### src/rtl/carpma_bolme_paketi.sv
// Constants shared by the execute-stage integer multiply and divide units.
package carpma_bolme_paketi;
  localparam int VARSAYILAN_XLEN = 32;

  localparam logic [3:0] DIV  = 4'h1;
  localparam logic [3:0] DIVU = 4'h2;
  localparam logic [3:0] REM  = 4'h4;
  localparam logic [3:0] REMU = 4'h8;

  typedef enum logic [1:0] {
    BOS    = 2'd0,
    BOL    = 2'd1,
    DUZELT = 2'd2,
    SONUC  = 2'd3
  } durum_t;

  localparam logic [VARSAYILAN_XLEN-1:0] BOLME_SIFIR_BOLUM = '1;
  localparam logic [VARSAYILAN_XLEN-1:0] ISARETLI_EN_KUCUK = 32'h8000_0000;

  function automatic logic isaretli_islem(input logic [3:0] kod);
    return (kod == DIV) || (kod == REM);
  endfunction

  function automatic logic gecerli_islem(input logic [3:0] kod);
    return (kod == DIV) || (kod == DIVU) || (kod == REM) || (kod == REMU);
  endfunction
endpackage

### src/rtl/tamsayi_bolme_birimi_if.sv
// Request/complete handshake between the execute stage and the divide unit.
interface tamsayi_bolme_birimi_if
  import carpma_bolme_paketi::*;
#(parameter int XLEN = VARSAYILAN_XLEN);
  logic [3:0]      islev_kodu_g;
  logic [XLEN-1:0] islec1_g;
  logic [XLEN-1:0] islec2_g;
  logic            hazir_g;
  logic            mesgul_c;
  logic            bitti_c;
  logic [XLEN-1:0] sonuc_c;

  modport master (
    output islev_kodu_g, islec1_g, islec2_g, hazir_g,
    input  mesgul_c, bitti_c, sonuc_c
  );

  modport slave (
    input  islev_kodu_g, islec1_g, islec2_g, hazir_g,
    output mesgul_c, bitti_c, sonuc_c
  );
endinterface

### src/rtl/kalanli_bolme_adimi.sv
// One radix-2 restoring division step on the concatenated {remainder, quotient} pair.
module kalanli_bolme_adimi #(
  parameter int XLEN = 32
) (
  input  logic [2*XLEN-1:0] kalan_bolum_i,
  input  logic [XLEN-1:0]   bolen_i,
  output logic [2*XLEN-1:0] kalan_bolum_o
);
  logic [XLEN:0] kalan_kaydirilmis;
  logic [XLEN:0] deneme;

  // Remainder is always below the divisor, so XLEN+1 bits hold the shifted
  // value and the trial's top bit is exactly its sign.
  assign kalan_kaydirilmis = kalan_bolum_i[2*XLEN-1:XLEN-1];
  assign deneme            = kalan_kaydirilmis - {1'b0, bolen_i};

  always_comb begin
    kalan_bolum_o = {kalan_kaydirilmis[XLEN-1:0], kalan_bolum_i[XLEN-2:0], 1'b0};
    if (!deneme[XLEN]) begin
      kalan_bolum_o = {deneme[XLEN-1:0], kalan_bolum_i[XLEN-2:0], 1'b1};
    end
  end
endmodule

### src/rtl/tamsayi_bolme_birimi.sv
// Iterative RV32M DIV/DIVU/REM/REMU unit, one quotient bit per clock.
//   state  | meaning
//   BOS    | idle, waiting for hazir_g
//   BOL    | restoring iterations, XLEN cycles
//   DUZELT | select quotient/remainder, apply sign, register result
//   SONUC  | bitti_c pulse; a new request may be accepted here
module tamsayi_bolme_birimi
  import carpma_bolme_paketi::*;
#(
  parameter int XLEN = VARSAYILAN_XLEN
) (
  input  logic                  clk_g,
  input  logic                  rst_g,
  tamsayi_bolme_birimi_if.slave bus
);
  localparam int              SW         = $clog2(XLEN);
  localparam logic [SW-1:0]   SAYAC_BAS  = SW'(XLEN - 1);
  localparam logic [XLEN-1:0] TUM_BIR    = '1;
  localparam logic [XLEN-1:0] EN_KUCUK   = {1'b1, {(XLEN-1){1'b0}}};

  durum_t          durum_q, durum_d;
  logic [SW-1:0]   sayac_q, sayac_d;
  logic [XLEN-1:0] kalan_q, kalan_d;
  logic [XLEN-1:0] bolum_q, bolum_d;
  logic [XLEN-1:0] bolen_q, bolen_d;
  logic [3:0]      islev_q, islev_d;
  logic            bolum_isaret_q, bolum_isaret_d;
  logic            kalan_isaret_q, kalan_isaret_d;
  logic [XLEN-1:0] sonuc_q, sonuc_d;
  logic            bitti_q, bitti_d;

  logic [2*XLEN-1:0] adim_sonuc;
  logic              isaretli, isaret1, isaret2, kabul;
  logic [XLEN-1:0]   secilen;
  logic              secilen_isaret;

  kalanli_bolme_adimi #(.XLEN(XLEN)) u_adim (
    .kalan_bolum_i ({kalan_q, bolum_q}),
    .bolen_i       (bolen_q),
    .kalan_bolum_o (adim_sonuc)
  );

  always_comb begin
    durum_d        = durum_q;
    sayac_d        = sayac_q;
    kalan_d        = kalan_q;
    bolum_d        = bolum_q;
    bolen_d        = bolen_q;
    islev_d        = islev_q;
    bolum_isaret_d = bolum_isaret_q;
    kalan_isaret_d = kalan_isaret_q;
    sonuc_d        = sonuc_q;
    kabul          = 1'b0;
    isaretli       = isaretli_islem(bus.islev_kodu_g);
    isaret1        = isaretli & bus.islec1_g[XLEN-1];
    isaret2        = isaretli & bus.islec2_g[XLEN-1];
    secilen        = ((islev_q == DIV) || (islev_q == DIVU)) ? bolum_q : kalan_q;
    secilen_isaret = (islev_q == DIV) ? bolum_isaret_q : kalan_isaret_q;

    case (durum_q)
      BOS, SONUC: begin
        durum_d = BOS;
        kabul   = bus.hazir_g;
      end
      BOL: begin
        kalan_d = adim_sonuc[2*XLEN-1:XLEN];
        bolum_d = adim_sonuc[XLEN-1:0];
        sayac_d = sayac_q - 1'b1;
        if (sayac_q == '0) durum_d = DUZELT;
      end
      DUZELT: begin
        // Sign flags are only ever set for DIV/REM, so unsigned ops pass through.
        sonuc_d = secilen_isaret ? -secilen : secilen;
        durum_d = SONUC;
      end
      default: durum_d = BOS;
    endcase

    if (kabul) begin
      islev_d        = bus.islev_kodu_g;
      bolum_isaret_d = isaret1 ^ isaret2;
      kalan_isaret_d = isaret1;
      bolen_d        = isaret2 ? -bus.islec2_g : bus.islec2_g;
      bolum_d        = isaret1 ? -bus.islec1_g : bus.islec1_g;
      kalan_d        = '0;
      sayac_d        = SAYAC_BAS;
      durum_d        = BOL;
      if (!gecerli_islem(bus.islev_kodu_g)) begin
        sonuc_d = '0;
        durum_d = SONUC;
      end else if (bus.islec2_g == '0) begin
        sonuc_d = ((bus.islev_kodu_g == DIV) || (bus.islev_kodu_g == DIVU)) ?
                  TUM_BIR : bus.islec1_g;
        durum_d = SONUC;
      end else if (isaretli && (bus.islec1_g == EN_KUCUK) && (bus.islec2_g == TUM_BIR)) begin
        sonuc_d = (bus.islev_kodu_g == DIV) ? EN_KUCUK : '0;
        durum_d = SONUC;
      end
    end
  end

  assign bitti_d = (durum_d == SONUC);

  always_ff @(posedge clk_g or negedge rst_g) begin
    if (!rst_g) begin
      durum_q        <= BOS;
      sayac_q        <= '0;
      kalan_q        <= '0;
      bolum_q        <= '0;
      bolen_q        <= '0;
      islev_q        <= '0;
      bolum_isaret_q <= 1'b0;
      kalan_isaret_q <= 1'b0;
      sonuc_q        <= '0;
      bitti_q        <= 1'b0;
    end else begin
      durum_q        <= durum_d;
      sayac_q        <= sayac_d;
      kalan_q        <= kalan_d;
      bolum_q        <= bolum_d;
      bolen_q        <= bolen_d;
      islev_q        <= islev_d;
      bolum_isaret_q <= bolum_isaret_d;
      kalan_isaret_q <= kalan_isaret_d;
      sonuc_q        <= sonuc_d;
      bitti_q        <= bitti_d;
    end
  end

  assign bus.mesgul_c = (durum_q == BOL) || (durum_q == DUZELT);
  assign bus.bitti_c  = bitti_q;
  assign bus.sonuc_c  = sonuc_q;
endmodule

### src/flat_wrapper.sv
// flat-port wrapper written by rule: the top's interface ports become plain ports
module tamsayi_bolme_birimi_flat import carpma_bolme_paketi::*;
#(
  parameter int XLEN = VARSAYILAN_XLEN
)
  (clk_g, rst_g, bus_islev_kodu_g, bus_islec1_g, bus_islec2_g, bus_hazir_g, bus_mesgul_c, bus_bitti_c, bus_sonuc_c);
  tamsayi_bolme_birimi_if #(.XLEN(XLEN)) bus_i ();
  input  logic clk_g;
  input  logic rst_g;
  input wire logic [$bits(bus_i.islev_kodu_g)-1:0] bus_islev_kodu_g;
  input wire logic [$bits(bus_i.islec1_g)-1:0] bus_islec1_g;
  input wire logic [$bits(bus_i.islec2_g)-1:0] bus_islec2_g;
  input wire logic [$bits(bus_i.hazir_g)-1:0] bus_hazir_g;
  output wire logic [$bits(bus_i.mesgul_c)-1:0] bus_mesgul_c;
  output wire logic [$bits(bus_i.bitti_c)-1:0] bus_bitti_c;
  output wire logic [$bits(bus_i.sonuc_c)-1:0] bus_sonuc_c;
  assign bus_i.islev_kodu_g = bus_islev_kodu_g;
  assign bus_i.islec1_g = bus_islec1_g;
  assign bus_i.islec2_g = bus_islec2_g;
  assign bus_i.hazir_g = bus_hazir_g;
  assign bus_mesgul_c = bus_i.mesgul_c;
  assign bus_bitti_c = bus_i.bitti_c;
  assign bus_sonuc_c = bus_i.sonuc_c;
  tamsayi_bolme_birimi #(.XLEN(XLEN)) u_core (.clk_g(clk_g), .rst_g(rst_g), .bus(bus_i));
endmodule
### config.mk
export PLATFORM = sky130hd
export DESIGN_NAME = tamsayi_bolme_birimi_flat
export DESIGN_NICKNAME = d
export VERILOG_FILES = /design/src/rtl/carpma_bolme_paketi.sv /design/src/rtl/tamsayi_bolme_birimi_if.sv /design/src/rtl/kalanli_bolme_adimi.sv /design/src/rtl/tamsayi_bolme_birimi.sv /design/src/flat_wrapper.sv
export SDC_FILE = /design/constraint.sdc
export NUM_CORES = 1
export LEC_CHECK = 0
export CAP_MARGIN = 20
export CORE_AREA = 2 2 145 147
export CTS_BUF_LIST = sky130_fd_sc_hd__clkbuf_16
export DETAILED_ROUTE_END_ITERATION = 7
export DIE_AREA = 0 0 147 149
export PLACE_DENSITY = 0.75
export SETUP_SLACK_MARGIN = 0.2
export SYNTH_ARGS = -nofsm -noshare
export SYNTH_HDL_FRONTEND = slang
export SYNTH_SLANG_ARGS = --single-unit
### constraint.sdc
create_clock -name clk_g -period 6.2 [get_ports clk_g]
set_input_delay 0.93 -clock clk_g [delete_from_list [all_inputs] [get_ports clk_g]]
set_output_delay 0.93 -clock clk_g [all_outputs]
set_load 0.1 [all_outputs]
# Yosys cells after proc, flatten, opt, wreduce, memory -nomap -nowiden
# Index checks and enable logic that the tools add are counted.
classes:
  bitwise: 3
  eq_ne: 12
  reduce_logical: 13
  mux: 26
  addsub: 5
op_table:
  columns: ["operator", "n"]
  rows:
  - ["2-to-1 mux 32 bit", 15]
  - ["negator 32 bit", 3]
  - ["== test 32 bit (second input constant)", 2]
  - ["2-to-1 mux 64 bit", 1]
  - ["subtractor 33 x 32 -> 33 bit", 1]
  - ["logical NOT 32 bit", 1]
  - ["2-to-1 mux 2 bit", 5]
  - ["2-to-1 mux 5 bit", 2]
  - ["== test 4 x 1 -> 1 bit (second input constant)", 2]
  - ["== test 4 x 2 -> 1 bit (second input constant)", 2]
  - ["== test 2 bit (second input constant)", 3]
  - ["logical OR 1 bit", 6]
  - ["case mux 2 bit (3 select lines)", 1]
  - ["logical NOT 5 bit", 1]
  - ["subtractor 5 x 1 -> 5 bit (second input constant)", 1]
  - ["== test 4 x 3 -> 1 bit (second input constant)", 1]
  - ["== test 4 bit (second input constant)", 1]
  - ["AND 1 bit", 2]
  - ["== test 2 x 1 -> 1 bit (second input constant)", 1]
  - ["logical AND 1 bit", 2]
  - ["logical NOT 2 bit", 1]
  - ["2-to-1 mux 1 bit", 2]
  - ["nonzero test 2 bit", 1]
  - ["OR reduction 2 bit", 1]
  - ["XOR 1 bit", 1]
totals:
  word_cells: 69
  reg_bits: 142

# Logic depth before layout (Yosys ltp)
# Gate-level depths: netlist of run 1.
depth:
  ltp_word: 10
  mapped_depth: 14
  ltp_nobuf: 12

# Cells and area by module
# Synthesis of run 1 repeated with hierarchy kept, for this count alone.
hier_totals:
  hier_cells: 1315
  area_unflattened_um2: 11454.7
by_module_without_submodules:
  columns: ["mod", "instances", "seq_area_each_um2", "area_per_inst_um2", "cells_each"]
  rows:
  - ["tamsayi_bolme_birimi", 1, 3553.4, 8863.5, 979]
  - ["kalanli_bolme_adimi", 1, 0.0, 2591.2, 336]

# Worst setup path before layout of run 1
# Ideal clock, no wire load.
synth_timing:
  kind: "input port to flip-flop"
  startpoint: "input bus_islec2_g[14]"
  endpoint: "register u_core.sonuc_q[30], in the netlist u_core.bus.sonuc_c[30]"
  cell_stages: 9
  path_slack_ps: 3012
  setup_ps: 124
  arrival_time_ps: 3063
  cell_sequence: "or4_1 -> nor4_2 -> nand4b_1 -> nor4_4 -> o21ai_1 -> and2_1 -> clkbuf_1 -> a22oi_1 -> nand2_1"
synth_between:
  elab_chain_len: 6
  word_cells_on_any_way: 7
  classes_between: "eq/ne: 1; mux: 4; reduce/logical: 2"
synth_rtl:
  columns: ["item", "line_no", "source"]
  rows:
  - ["start: declaration", "flat_wrapper.sv:12", "input wire logic [$bits(bus_i.islec2_g)-1:0] bus_islec2_g;"]
  - ["== test 32 bit", "tamsayi_bolme_birimi.sv:95", "end else if (isaretli && (bus.islec1_g == EN_KUCUK) && (bus.islec2_g == TUM_BIR)) begin"]
  - ["logical AND 1 bit", "tamsayi_bolme_birimi.sv:95", null]
  - ["2-to-1 mux 32 bit", "tamsayi_bolme_birimi.sv:95", null]
  - ["2-to-1 mux 32 bit (*)", "tamsayi_bolme_birimi.sv:91", "end else if (bus.islec2_g == '0) begin"]
  - ["2-to-1 mux 32 bit (*)", "tamsayi_bolme_birimi.sv:88", "if (!gecerli_islem(bus.islev_kodu_g)) begin"]
  - ["2-to-1 mux 32 bit (*)", "tamsayi_bolme_birimi.sv:79", "if (kabul) begin"]
  - ["named net u_core.sonuc_d[30]", "tamsayi_bolme_birimi.sv:29", "logic [XLEN-1:0] sonuc_q, sonuc_d;"]
  - ["end signal: assignment", "tamsayi_bolme_birimi.sv:125", "sonuc_q <= sonuc_d;"]
  - ["end: declaration", "tamsayi_bolme_birimi.sv:29", null]
# The timed path passes the listed nets; every way through them passes the cells marked *.
# A chain may end at the register's enable or synchronous reset.

# Worst setup path in the final report of run 1
layout_timing:
  startpoint: "input bus_islec2_g[12]"
  endpoint: "register u_core.sonuc_q[25], in the netlist u_core.bus.sonuc_c[25]"
# Same word-level chain as after synthesis.

==> results.md, run 1 <==
- The via count of the first global-routing pass is 10100.
- CTS placed an instance of clkbuf_16 at the clock tree root.
- Leaving out filler cells and counting taps, the final layout contains 1712.
- The instance count of the mapped netlist is 1367.
- The repair_antennas step left the layout with diodes totalling 0.
- The global routing met3 resource utilization is 4.34%.
- Summed over all cells, the static leakage comes to 5.35 nW.
- The share of async-settable or async-resettable flops after synthesis is 100%.
- Entering global routing, the biggest net connects 106 pins.
- The final-stage net count is 1535.
- The number of gates resized after CTS was 0.
- Input and output buffers added on the ports amount to 104.
- The number of flops mapped to enable cells by yosys is 0.
- The standard cell core area is 0.0206 mm^2.
- The path class of the lowest-slack min-delay path is flop to flop.
- The floorplan row count is 53.
- After detailed routing, the number of remaining DRC violations is 0.
- The number of hold buffers added after CTS was 0.
- Measured on the finished design, the core utilization comes to 62.2%.
- The synthesized design contains 142 register bits.
- Using the TritonRoute via totals, the vias-per-cell ratio works out to 6.15.
- Setup repair after global routing left no endpoint under its margin.
- The total vias in the final route is 10500.
- The library cells used most frequently in the layout, excluding fill and tap cells, are 207 x nand2_1, 173 x o21ai_0, 142 x dfrtp_1, 103 x clkdlybuf4s50_1, 81 x nor2_1.
- The count of buffer and inverter cells on the critical path is 1.
- The overall track demand over capacity in global routing is 29.7%.
- The top-level port count is 105.
- The time the final worst path needs with I/O delays and setup is 4.00 ns.
- The global-route wire length before repair is 52200 um.
- The kind of cell adding the most delay to the critical path is simple AND/OR/NAND/NOR gates.
- The required time of the critical path is 6.53 ns.
- The library cell used most frequently in the layout, excluding fill and tap cells, is nand2_1.
- Counting every net in the synthesized netlist gives 1477.
- The sink count of the clock tree is 142.
- For this configuration, the core starts out at a cell density of 53.6%.
- The clock tree synthesis step divided the H-tree into 4 levels.
- The total of max-cap violations is 0.
- The global-route track usage on met1 is 40.2%.
- The congestion estimate from routability-driven global placement came to 0.960.
- After layout, the worst path uses 64.6% of the clock period.
- The number of buffers inserted during clock tree synthesis is 17.
- STA classifies the critical path endpoint as a flop.
- The final max-slew violation count is 0.
- Along the worst path, the maximum fanout reaches 29.
- During synthesis, Yosys emitted a total of 0 warnings.
- The violation count after the first detailed-route iteration is 756.
- Between clock sinks in the finished design, the worst skew comes to 0.00945 ns.
- In this design, the stage delay of the slowest critical-path cell is 0.80 ns.
- The final layout contains routed wiring with a total length of 31900 um.
- The routed length per placed instance is 18.6 um.
- Once detail routing completed, the nets flagged for antenna violations numbered 0.
- The number of antenna violations at the first check in global routing was 0.
- The average instance in the mapped netlist occupies 8.06 um^2.
- The critical path launch point type is a primary input.
- The run finished with clean final reports.
- The global routing met2 resource utilization is 48.3%.
- The HPWL after detailed placement is 23500 um.
- The worst-path cell with the longest stage delay is and2_1.
- The headroom to the max-slew limit is 33.4%.
- The final count of negative-setup-slack endpoints is 0.
- The buffer levels on the longest clock path is 2.
- In this run, placement finished with an instance count of 1680.
- The type of the worst setup path is primary input to flop.
- From left edge to right edge, the die measures 147 um.
- The floorplan die area is 0.0219 mm^2.
- The total negative setup slack is 0 ns.
- VDD sags by at most 0.507 mV.
- The summed instance area of the synthesized netlist is 0.0110 mm^2.
- Cells with a size suffix above 1 make up 4.73% of the layout.
- The final number of hold-violating endpoints is 0.
- The highest clock rate is 0.250 GHz.
- The slew of the pin with the lowest slew margin is 0.995 ns.
- The power per standard cell area is 609 mW/mm^2.
- The area added between synthesis and finish is 16.0%.
- STA puts the critical path data arrival time at 4.33 ns.
- The number of buffers inserted to repair setup after CTS is 0.
- Walking the worst path, the cells encountered are clkdlybuf4s50_1 -> or4_1 -> nor4_2 -> nand4b_1 -> nor4_4 -> and2_1 -> o21ai_0 -> o211ai_1.
- TritonCTS built the clock tree.
- The most used flip-flop cell after synthesis is dfrtp_1.
- The synthesized netlist contains 79 unique library cells.
- The first detailed-routing pass took 5 iterations.
- The floorplan step set the die height to 149 um.
- After clock tree synthesis, the clock-pin slew on the worst setup and hold paths is 0.06 ns.
- The final-layout fill cell count is 1817.
- The global routing stage identified its most utilized layer as met2.
- After synthesis, flip-flops and latches occupy 32.3% of the total area.
- The remaining global-route overflow is 0.
- The insertion delay to the later sink of the worst-skew pair is 0.43 ns.
[final cells by class]
| cell class | instances | area, um^2 | share of cell area (%) |
|---|---|---|---|
| clock buffer | 17 | 425 | 3.33 |
| clock inverter | 14 | 178 | 1.39 |
| inverter | 61 | 229 | 1.79 |
| multi-input combinational | 1087 | 6910 | 54.0 |
| sequential | 142 | 3550 | 27.8 |
| tap | 275 | 344 | 2.69 |
| timing repair buffer | 116 | 1140 | 8.96 |
[path summary, 6_finish.rpt]
| check | depth (start not counted) | to | from | slack [ns] |
|---|---|---|---|---|
| worst max-delay path | 8 | u_core.bus.sonuc_c[25]$_DFF_PN0_ | bus_islec2_g[12] | 2.20 |
| worst min-delay path | 2 | u_core.bolen_q[10]$_DFFE_PN0P_ | u_core.bolen_q[10]$_DFFE_PN0P_ | 0.48 |
| worst max register to register | 13 | u_core.kalan_q[29]$_DFFE_PN0P_ | u_core.bolum_q[31]$_DFFE_PN0P_ | 2.35 |
| worst min register to register | 2 | u_core.bolen_q[10]$_DFFE_PN0P_ | u_core.bolen_q[10]$_DFFE_PN0P_ | 0.48 |
| max in group asynchronous | 2 | u_core.kalan_q[19]$_DFFE_PN0P_ | rst_g | 4.32 |
| min in group asynchronous | 1 | u_core.bolen_q[25]$_DFFE_PN0P_ | rst_g | 0.57 |
[synth_stat cells, drive strengths merged (16+ instances only)]
cell,n,area [um^2]
a21oi,64,320
o211ai,18,140
clkbuf,55,228
xnor2,75,657
nor2,82,308
nand4,16,113
o31ai,16,120
o21ai,175,876
mux2i,68,681
nand3,17,85.1
xor2,44,385
nor4,17,128
buf,21,110
nand2,208,781
dfrtp,142,3550
a31oi,41,257
ha,38,475
nor3,30,155
inv,61,229
[metal layers]
metal / vias up / share of wire (%)
met5: - / 0
met1: 5078 / 44
met3: 62 / 5.7
met4: 0 / 3.3
li1: 5025 / -
met2: 361 / 47
[through the flow]
step           area, um^2  setup WS (ns)  power [mW]  hold slack (ns)
2_1_floorplan       11000           3.01        5.44            0.450
3_3_place_gp        12200           1.98        6.54            0.463
3_5_place_dp        12200           1.78        6.62            0.472
4_1_cts             12800           2.23        7.73            0.485
5_1_grt             12800           1.93        8.35            0.515
6_report            12800           2.20        7.78            0.480
[tightest hold or removal path, delay by kind of cell (launching register included)]
family          cells  cell delay (ns)
flops               1             0.34
compound gates      1             0.06
simple gates        1             0.05
[registers in the layout, indices dropped and copies added (netlist names)]
register               count
u_core.bolen_q            32
u_core.bolum_q            32
u_core.bus.sonuc_c        32
u_core.kalan_q            32
u_core.sayac_q             5
u_core.islev_q             4
u_core.durum_q             2
u_core.bolum_isaret_q      1
u_core.bus.bitti_c         1
u_core.kalan_isaret_q      1
[power breakdown]
part	switching, mW	internal, mW
combinational	3.18	1.78
sequential	0.425	1.33
clock	0.406	0.664
total	4.01	3.77
[kinds of logic after synthesis]
family	after synthesis	synth area share (%)
XOR/XNOR	119	9.46
AND/OR/NAND/NOR	452	19.4
multiplexers	69	6.28
AO/OA/AOI/OAI	408	22.8
adder cells (fa/ha/maj)	39	4.50
flip-flops	142	32.3
buffers and inverters	138	5.25
Power figures use the tool's default switching activity.
==> inputs of run 2 (changes only) <==
Clock period 6.2 ns to 4.17 ns, I/O delays scaled along.
==> results.md, run 2 (synthesis results as in run 1) <==
- The run finished with clean final reports.
- The CTS tree is done.
- The clock slew seen by the registers of the worst setup and hold paths is 0.07 ns (about the same).
- The largest net degree at the start of global routing is 90 (-15%).
- The critical path launch point type is a flop.
- The reg-to-reg critical path endpoint is u_core.kalan_q[5]$_DFFE_PN0P_.
- The worst endpoint data arrival time came to 4.05 ns (-0.28 ns).
- The antenna diode instance count is 0 (unchanged).
- The final critical-path share of the clock period is 88.7%.
- The clock skew after layout is 0.0119 ns (+0.00244 ns).
- The number of remaining DRC errors is 0 (unchanged).
- The total vias in the final route is 10500 (-0.47%).
- The type of the worst setup path is flop to flop.
- The violation count after the first detailed-route iteration is 651 (-14%).
- The overall track demand over capacity in global routing is 29.9% (+0.24 points).
- The combinational power share was 63.7% (about the same).
- The global-route wire length before repair was 52400 um (+0.44%).
- Leaving out fill and tap cells, the most frequent cell in the layout is nand2_1.
- The initial core utilization is 53.6% (unchanged).
- The end point of the critical path is u_core.kalan_q[5]$_DFFE_PN0P_.
- The library cells used most frequently in the layout, excluding fill and tap cells, are 207 x nand2_1, 173 x o21ai_0, 142 x dfrtp_1, 103 x clkdlybuf4s50_1, 81 x nor2_1.
- The number of antenna violations at the first check in global routing was 0 (unchanged).
- The final-layout fill cell count is 1839 (+1.2%).
- The floorplan row count is 53 (unchanged).
- The final-stage net count was 1546 (+0.72%).
- The total negative setup slack came to 0 ns (unchanged).
- The maximum fanout encountered on the critical timing path is 29 (unchanged).
- The clock tree root buffer cell is clkbuf_16.
- Setup repair after global routing left no endpoint under its margin.
- The power per standard cell area came to 913 mW/mm^2 (+50%).
- The top-level port count came to 105 (unchanged).
- The depth of the most critical reg-to-reg path is 13 (unchanged).
- The overall power after layout was 11.8 mW (+51%).
- The total of max-cap violations is 0 (unchanged).
- The insertion delay to the later sink of the worst-skew pair was 0.43 ns (about the same).
- The highest clock rate is 0.270 GHz.
- The reported net switching power is 6.13 mW (+53%).
- The count of buffers from port buffering is 104 (unchanged).
- The buffer levels on the longest clock path was 2 (unchanged).
- The internal power is 5.64 mW (+50%).
- The weighted congestion reported at the end of routability-driven placement is 0.941 (-2.0%).
- The net switching fraction of the power is 52.1% (+0.52 points).
- The standard cell core area is 0.0206 mm^2 (unchanged).
- The total of hold buffers inserted after clock tree synthesis is 0 (unchanged).
- The number of gates given a new drive strength after cts is 0 (unchanged).
- The launching point of the worst reg2reg path is u_core.bolum_q[31]$_DFFE_PN0P_.
- Walking the worst path, the cells encountered are inv_1 -> ha_1 -> fa_1 -> nand2b_1 -> a21o_1 -> a31o_2 -> a21oi_1 -> o211ai_1 -> and4_1 -> or2_1 -> buf_12 -> or3_1 -> a31oi_1.
- The headroom to the max-slew limit is 33.4% (-0.074 points).
- The required time of the critical path came to 4.52 ns (-2.01 ns).
- The floorplan die area was 0.0219 mm^2 (unchanged).
- The vertical extent of the die came to 149 um (unchanged).
- The routed length per placed instance is 18.8 um (+0.97%).
- The number of buffers inserted during clock tree synthesis was 17 (unchanged).
- The HPWL after detailed placement came to 24300 um (+3.4%).
- The final number of hold-violating endpoints is 0 (unchanged).
- The most critical setup path has its startpoint at u_core.bolum_q[31]$_DFFE_PN0P_.
- The final antenna-violating net count is 0 (unchanged).
- The setup slack of the most critical reg-to-reg path is 0.47 ns (-1.88 ns).
- The leakage power total came to 5.41 nW (+1.2%).
- The horizontal die dimension was 147 um (unchanged).
- Subtracting the final worst setup slack from the clock period gives 3.70 ns.
- The capturing element type of the critical path is a flop.
- The number of iterations in the first detailed-routing pass was 5 (unchanged).
- The final max-slew violation count is 0 (unchanged).
- The overall routed net length is 32500 um (+1.7%).
- The via-per-instance ratio came to 6.08 (-1.2%).
- The sequential power share was 22.4% (about the same).
- The slew of the pin with the lowest slew margin was 0.996 ns (+0.00110 ns).
- The delay of the slowest cell on the worst path came to 0.42 ns (-0.38 ns).
- The worst-path cell with the longest stage delay is dfrtp_1.
- The share of cells above drive strength 1 is 5.80% (+1.1 points).
- The relative contribution of the clock network to total power is 13.9% (+0.2 points).
- The worst vdd rail ir drop is 0.723 mV (+43%).
- The remaining global-route overflow came to 0 (unchanged).
- The number of buffers inserted to repair setup after CTS was 0 (unchanged).
- The final count of negative-setup-slack endpoints is 0 (unchanged).
- The via count of the first global-routing pass is 10100 (+0.28%).
- Compared with the post-synthesis result, the final layout area differs by 17.1%.
- The number of levels the H-tree was split into was 4 (unchanged).
- The min-delay analysis places its worst path in the category primary input to async pin.
- The sink count of the clock tree is 142 (unchanged).
## run 2: metal layers
layer | vias up | track usage [%] | wire [um]
met5 | - | 0 | 0
met4 | 0 | 10.4 | 1030
met3 | 65 | 4.98 | 1650
met2 | 337 | 48.4 | 15100
met1 | 5027 | 41.0 | 14600
li1 | 5048 | - | -
## run 2: worst max-delay path, delay by kind of cell (launching register included)
family | cells | cell delay, ns
simple gates | 4 | 1.20
compound gates | 5 | 1.08
fa+ha+maj | 2 | 0.59
flops | 1 | 0.42
buf+inv | 2 | 0.31
## run 2: cell type report
class	instances	area [um^2]	area share, %
multi-input cells	1087	6910	53.6
flip-flops and latches	142	3550	27.6
clock inverters	15	198	1.53
inverters	61	229	1.78
clock buffers	17	425	3.30
well taps	275	344	2.67
repair buffers	127	1240	9.62
## run 2: per-stage QoR
| step | instances | setup WS [ns] | util, % | instance area, um^2 | hold WS (ns) |
|---|---|---|---|---|---|
| floorplan | 1367 | 1.25 | - | 11000 | 0.330 |
| global placement | 1692 | 0.423 | 59.7 | 12300 | 0.462 |
| detailed placement | 1692 | 0.287 | 59.7 | 12300 | 0.471 |
| CTS | 1724 | 0.535 | 62.7 | 12900 | 0.314 |
| global route | 1724 | 0.311 | 62.7 | 12900 | 0.369 |
| finish | 1724 | 0.471 | 62.7 | 12900 | 0.280 |
## run 2: power by group through the flow
stage	sequential (mW)	combinational [mW]	clock [mW]
6_report	2.63	7.50	1.64
2_1_floorplan	3.08	5.01	0
3_5_place_dp	2.64	7.38	0
5_1_grt	2.70	8.21	1.71
3_3_place_gp	2.62	7.27	0
4_1_cts	2.61	7.43	1.65
## run 2: how the worst min path moves through the flow
stage,from,endpoint,cells past startpoint
finish,rst_g,u_core.bolen_q[24]$_DFFE_PN0P_,1
global route,rst_g,u_core.bolen_q[25]$_DFFE_PN0P_,1
CTS,rst_g,u_core.bolen_q[24]$_DFFE_PN0P_,1
detailed placement,u_core.bolen_q[5]$_DFFE_PN0P_,u_core.bolen_q[5]$_DFFE_PN0P_,2
global placement,u_core.bolen_q[20]$_DFFE_PN0P_,u_core.bolen_q[20]$_DFFE_PN0P_,2
floorplan,rst_g,u_core.bolen_q[0]$_DFFE_PN0P_,0
==> inputs of run 3 (changes only) <==
Settings changed: REMOVE_ABC_BUFFERS set to 1.
==> results.md, run 3 (synthesis results as in run 1) <==
- The library cell used most frequently in the layout, excluding fill and tap cells, is nand2_1.
- The number of antenna violations at the first check in global routing came to 0 (unchanged).
- The number of iterations in the first detailed-routing pass is 5 (unchanged).
- The time the final worst path needs with I/O delays and setup is 3.55 ns (-0.148 ns).
- The floorplan row count came to 53 (unchanged).
- The total of hold buffers inserted after clock tree synthesis is 0 (unchanged).
- The final-layout fill cell count is 1828 (-0.60%).
- Setup repair after global routing left no endpoint under its margin.
- The weighted congestion reported at the end of routability-driven placement is 0.953 (+1.3%).
- The total negative setup slack is 0 ns (unchanged).
- The run finished with clean final reports.
- TritonCTS built the clock tree.
- The worst-path cell with the longest stage delay is or4_1.
- The violation count after the first detailed-route iteration is 916 (+41%).
- The final-stage net count is 1549 (+0.19%).
- The overall routed net length was 32000 um (-1.4%).
- The number of gates given a new drive strength after cts is 0 (unchanged).
- The slew of the pin with the lowest slew margin is 0.998 ns (+0.00141 ns).
- The number of buffers inserted to repair setup after CTS came to 0 (unchanged).
- The leakage power total is 5.41 nW (about the same).
- The antenna diode instance count came to 0 (unchanged).
- The signal on the critical path passes through clkdlybuf4s50_1 -> or4_1 -> nor4_1 -> nand4b_1 -> nor4_4 -> o21ai_1 -> and2_1 -> a22oi_1 -> o21ai_0.
- The count of buffers from port buffering is 104 (unchanged).
- The capturing element type of the critical path is a flop.
- The total vias in the final route is 10400 (-1.1%).
- The standard cell core area came to 0.0206 mm^2 (unchanged).
- The global-route wire length before repair was 52000 um (-0.88%).
- The worst vdd rail ir drop is 0.422 mV (-42%).
- The final number of hold-violating endpoints is 0 (unchanged).
- The initial core utilization is 53.6% (unchanged).
- The insertion delay to the later sink of the worst-skew pair was 0.44 ns (about the same).
- The path class of the lowest-slack min-delay path is primary input to async pin.
- The share of cells above drive strength 1 is 5.93% (+0.13 points).
- The worst hold slack across all endpoints came to 0.260 ns (-0.0192 ns).
- The horizontal die dimension is 147 um (unchanged).
- The delay of the slowest cell on the worst path is 0.59 ns (+0.17 ns).
- The largest net degree at the start of global routing is 89 (-1.1%).
- The power per standard cell area came to 905 mW/mm^2 (-0.85%).
- The headroom to the max-slew limit was 33.3% (-0.094 points).
- The HPWL after detailed placement is 23700 um (-2.4%).
- The final critical-path share of the clock period is 85.2% (-3.6 points).
- The highest clock rate was 0.282 GHz (+4.2%).
- The final count of negative-setup-slack endpoints came to 0 (unchanged).
- The area added between synthesis and finish was 17.0% (about the same).
- The overall power after layout was 11.7 mW (-0.91%).
- The final standard cell count with taps included and fillers excluded is 1726 (+0.12%).
- The overall track demand over capacity in global routing was 29.8% (-0.14 points).
- The critical path in this run is classified as primary input to flop.
- The number of levels the H-tree was split into is 4 (unchanged).
- The critical path launch point type is a primary input.
- The maximum fanout encountered on the critical timing path is 11 (-62%).
- The top-level port count is 105 (unchanged).
- The clock slew seen by the registers of the worst setup and hold paths is 0.06 ns (about the same).
- The clock skew after layout was 0.00955 ns (-0.00234 ns).
- The floorplan die area is 0.0219 mm^2 (unchanged).
- The library cells used most frequently in the layout, excluding fill and tap cells, are 207 x nand2_1, 173 x o21ai_0, 142 x dfrtp_1, 103 x clkdlybuf4s50_1, 81 x nor2_1.
- The required time of the critical path was 4.47 ns (-0.05 ns).
- The number of cells in the design after placement is 1695 (+0.18%).
- The count of buffer and inverter cells on the critical path came to 1 (-1).
- The worst endpoint data arrival time came to 3.85 ns (-0.20 ns).
- The cell sitting at the root of the clock tree is a clkbuf_16.
- The number of remaining DRC errors is 0 (unchanged).
- The total of max-cap violations is 0 (unchanged).
- The final max-slew violation count was 0 (unchanged).
- The vertical extent of the die was 149 um (unchanged).
- The via-per-instance ratio is 6.00 (-1.2%).
- The via count of the first global-routing pass was 9788 (-3.0%).
- The buffer levels on the longest clock path is 2 (unchanged).
- The routed length per placed instance is 18.5 um (-1.5%).
- The number of buffers inserted during clock tree synthesis is 17 (unchanged).
- The remaining global-route overflow is 0 (unchanged).
- The final antenna-violating net count is 0 (unchanged).
- The sink count of the clock tree is 142 (unchanged).
- The kind of cell adding the most delay to the critical path is simple AND/OR/NAND/NOR gates.
run 3: cell count changes in the layout (fill, tap and decap cells not counted), moves of 2 or more:
| cell | previous run | this run |
|---|---|---|
| buf_12 | 2 | 0 |
| buf_4 | 21 | 26 |
| clkinv_2 | 0 | 3 |
| inv_6 | 7 | 2 |
| inv_8 | 2 | 0 |
run 3: path summary, 6_finish.rpt:
kind / start / end / slack (ns) / cells after the start
min in group clk_g: u_core.bolen_q[28]$_DFFE_PN0P_ / u_core.bolen_q[28]$_DFFE_PN0P_ / 0.48 / 2
worst max register to register: u_core.bolum_q[31]$_DFFE_PN0P_ / u_core.kalan_q[5]$_DFFE_PN0P_ / 0.69 / 13
worst max-delay path: bus_islec2_g[8] / u_core.bus.sonuc_c[6]$_DFF_PN0_ / 0.62 / 9
worst min register to register: u_core.bolen_q[28]$_DFFE_PN0P_ / u_core.bolen_q[28]$_DFFE_PN0P_ / 0.48 / 2
max in group asynchronous: rst_g / u_core.kalan_q[12]$_DFFE_PN0P_ / 3.00 / 2
worst min-delay path: rst_g / u_core.bus.sonuc_c[21]$_DFF_PN0_ / 0.26 / 1
run 3: metrics by stage:
| step | cell area, um^2 | util, % | setup slack, ns |
|---|---|---|---|
| CTS | 12900 | 62.7 | 0.680 |
| global placement | 12300 | 59.7 | 0.397 |
| detailed placement | 12300 | 59.7 | 0.281 |
| global route | 12900 | 62.7 | 0.391 |
| finish | 12900 | 62.7 | 0.619 |
| floorplan | 10700 | - | 0.716 |
run 3: layout make-up:
class / count / area (um^2) / share of cell area [%]
multi-input cells: 1087 / 6910 / 53.6
flip-flops and latches: 142 / 3550 / 27.6
repair buffers: 130 / 1240 / 9.60
clock buffers: 17 / 425 / 3.30
well taps: 275 / 344 / 2.67
inverters: 61 / 229 / 1.78
clock inverters: 14 / 193 / 1.50
run 3: routing by layer:
metal	vias to the layer above	routed length (um)	GRT usage, %
met2	411	14600	47.6
met4	0	863	11.4
met3	62	1910	3.67
li1	5039	-	-
met1	4847	14600	41.7
met5	-	0	0
run 3: where the power goes:
part	internal (mW)	switching (mW)	total, mW
Combinational	2.69	4.72	7.41
Sequential	1.97	0.649	2.62
Clock	0.999	0.640	1.64
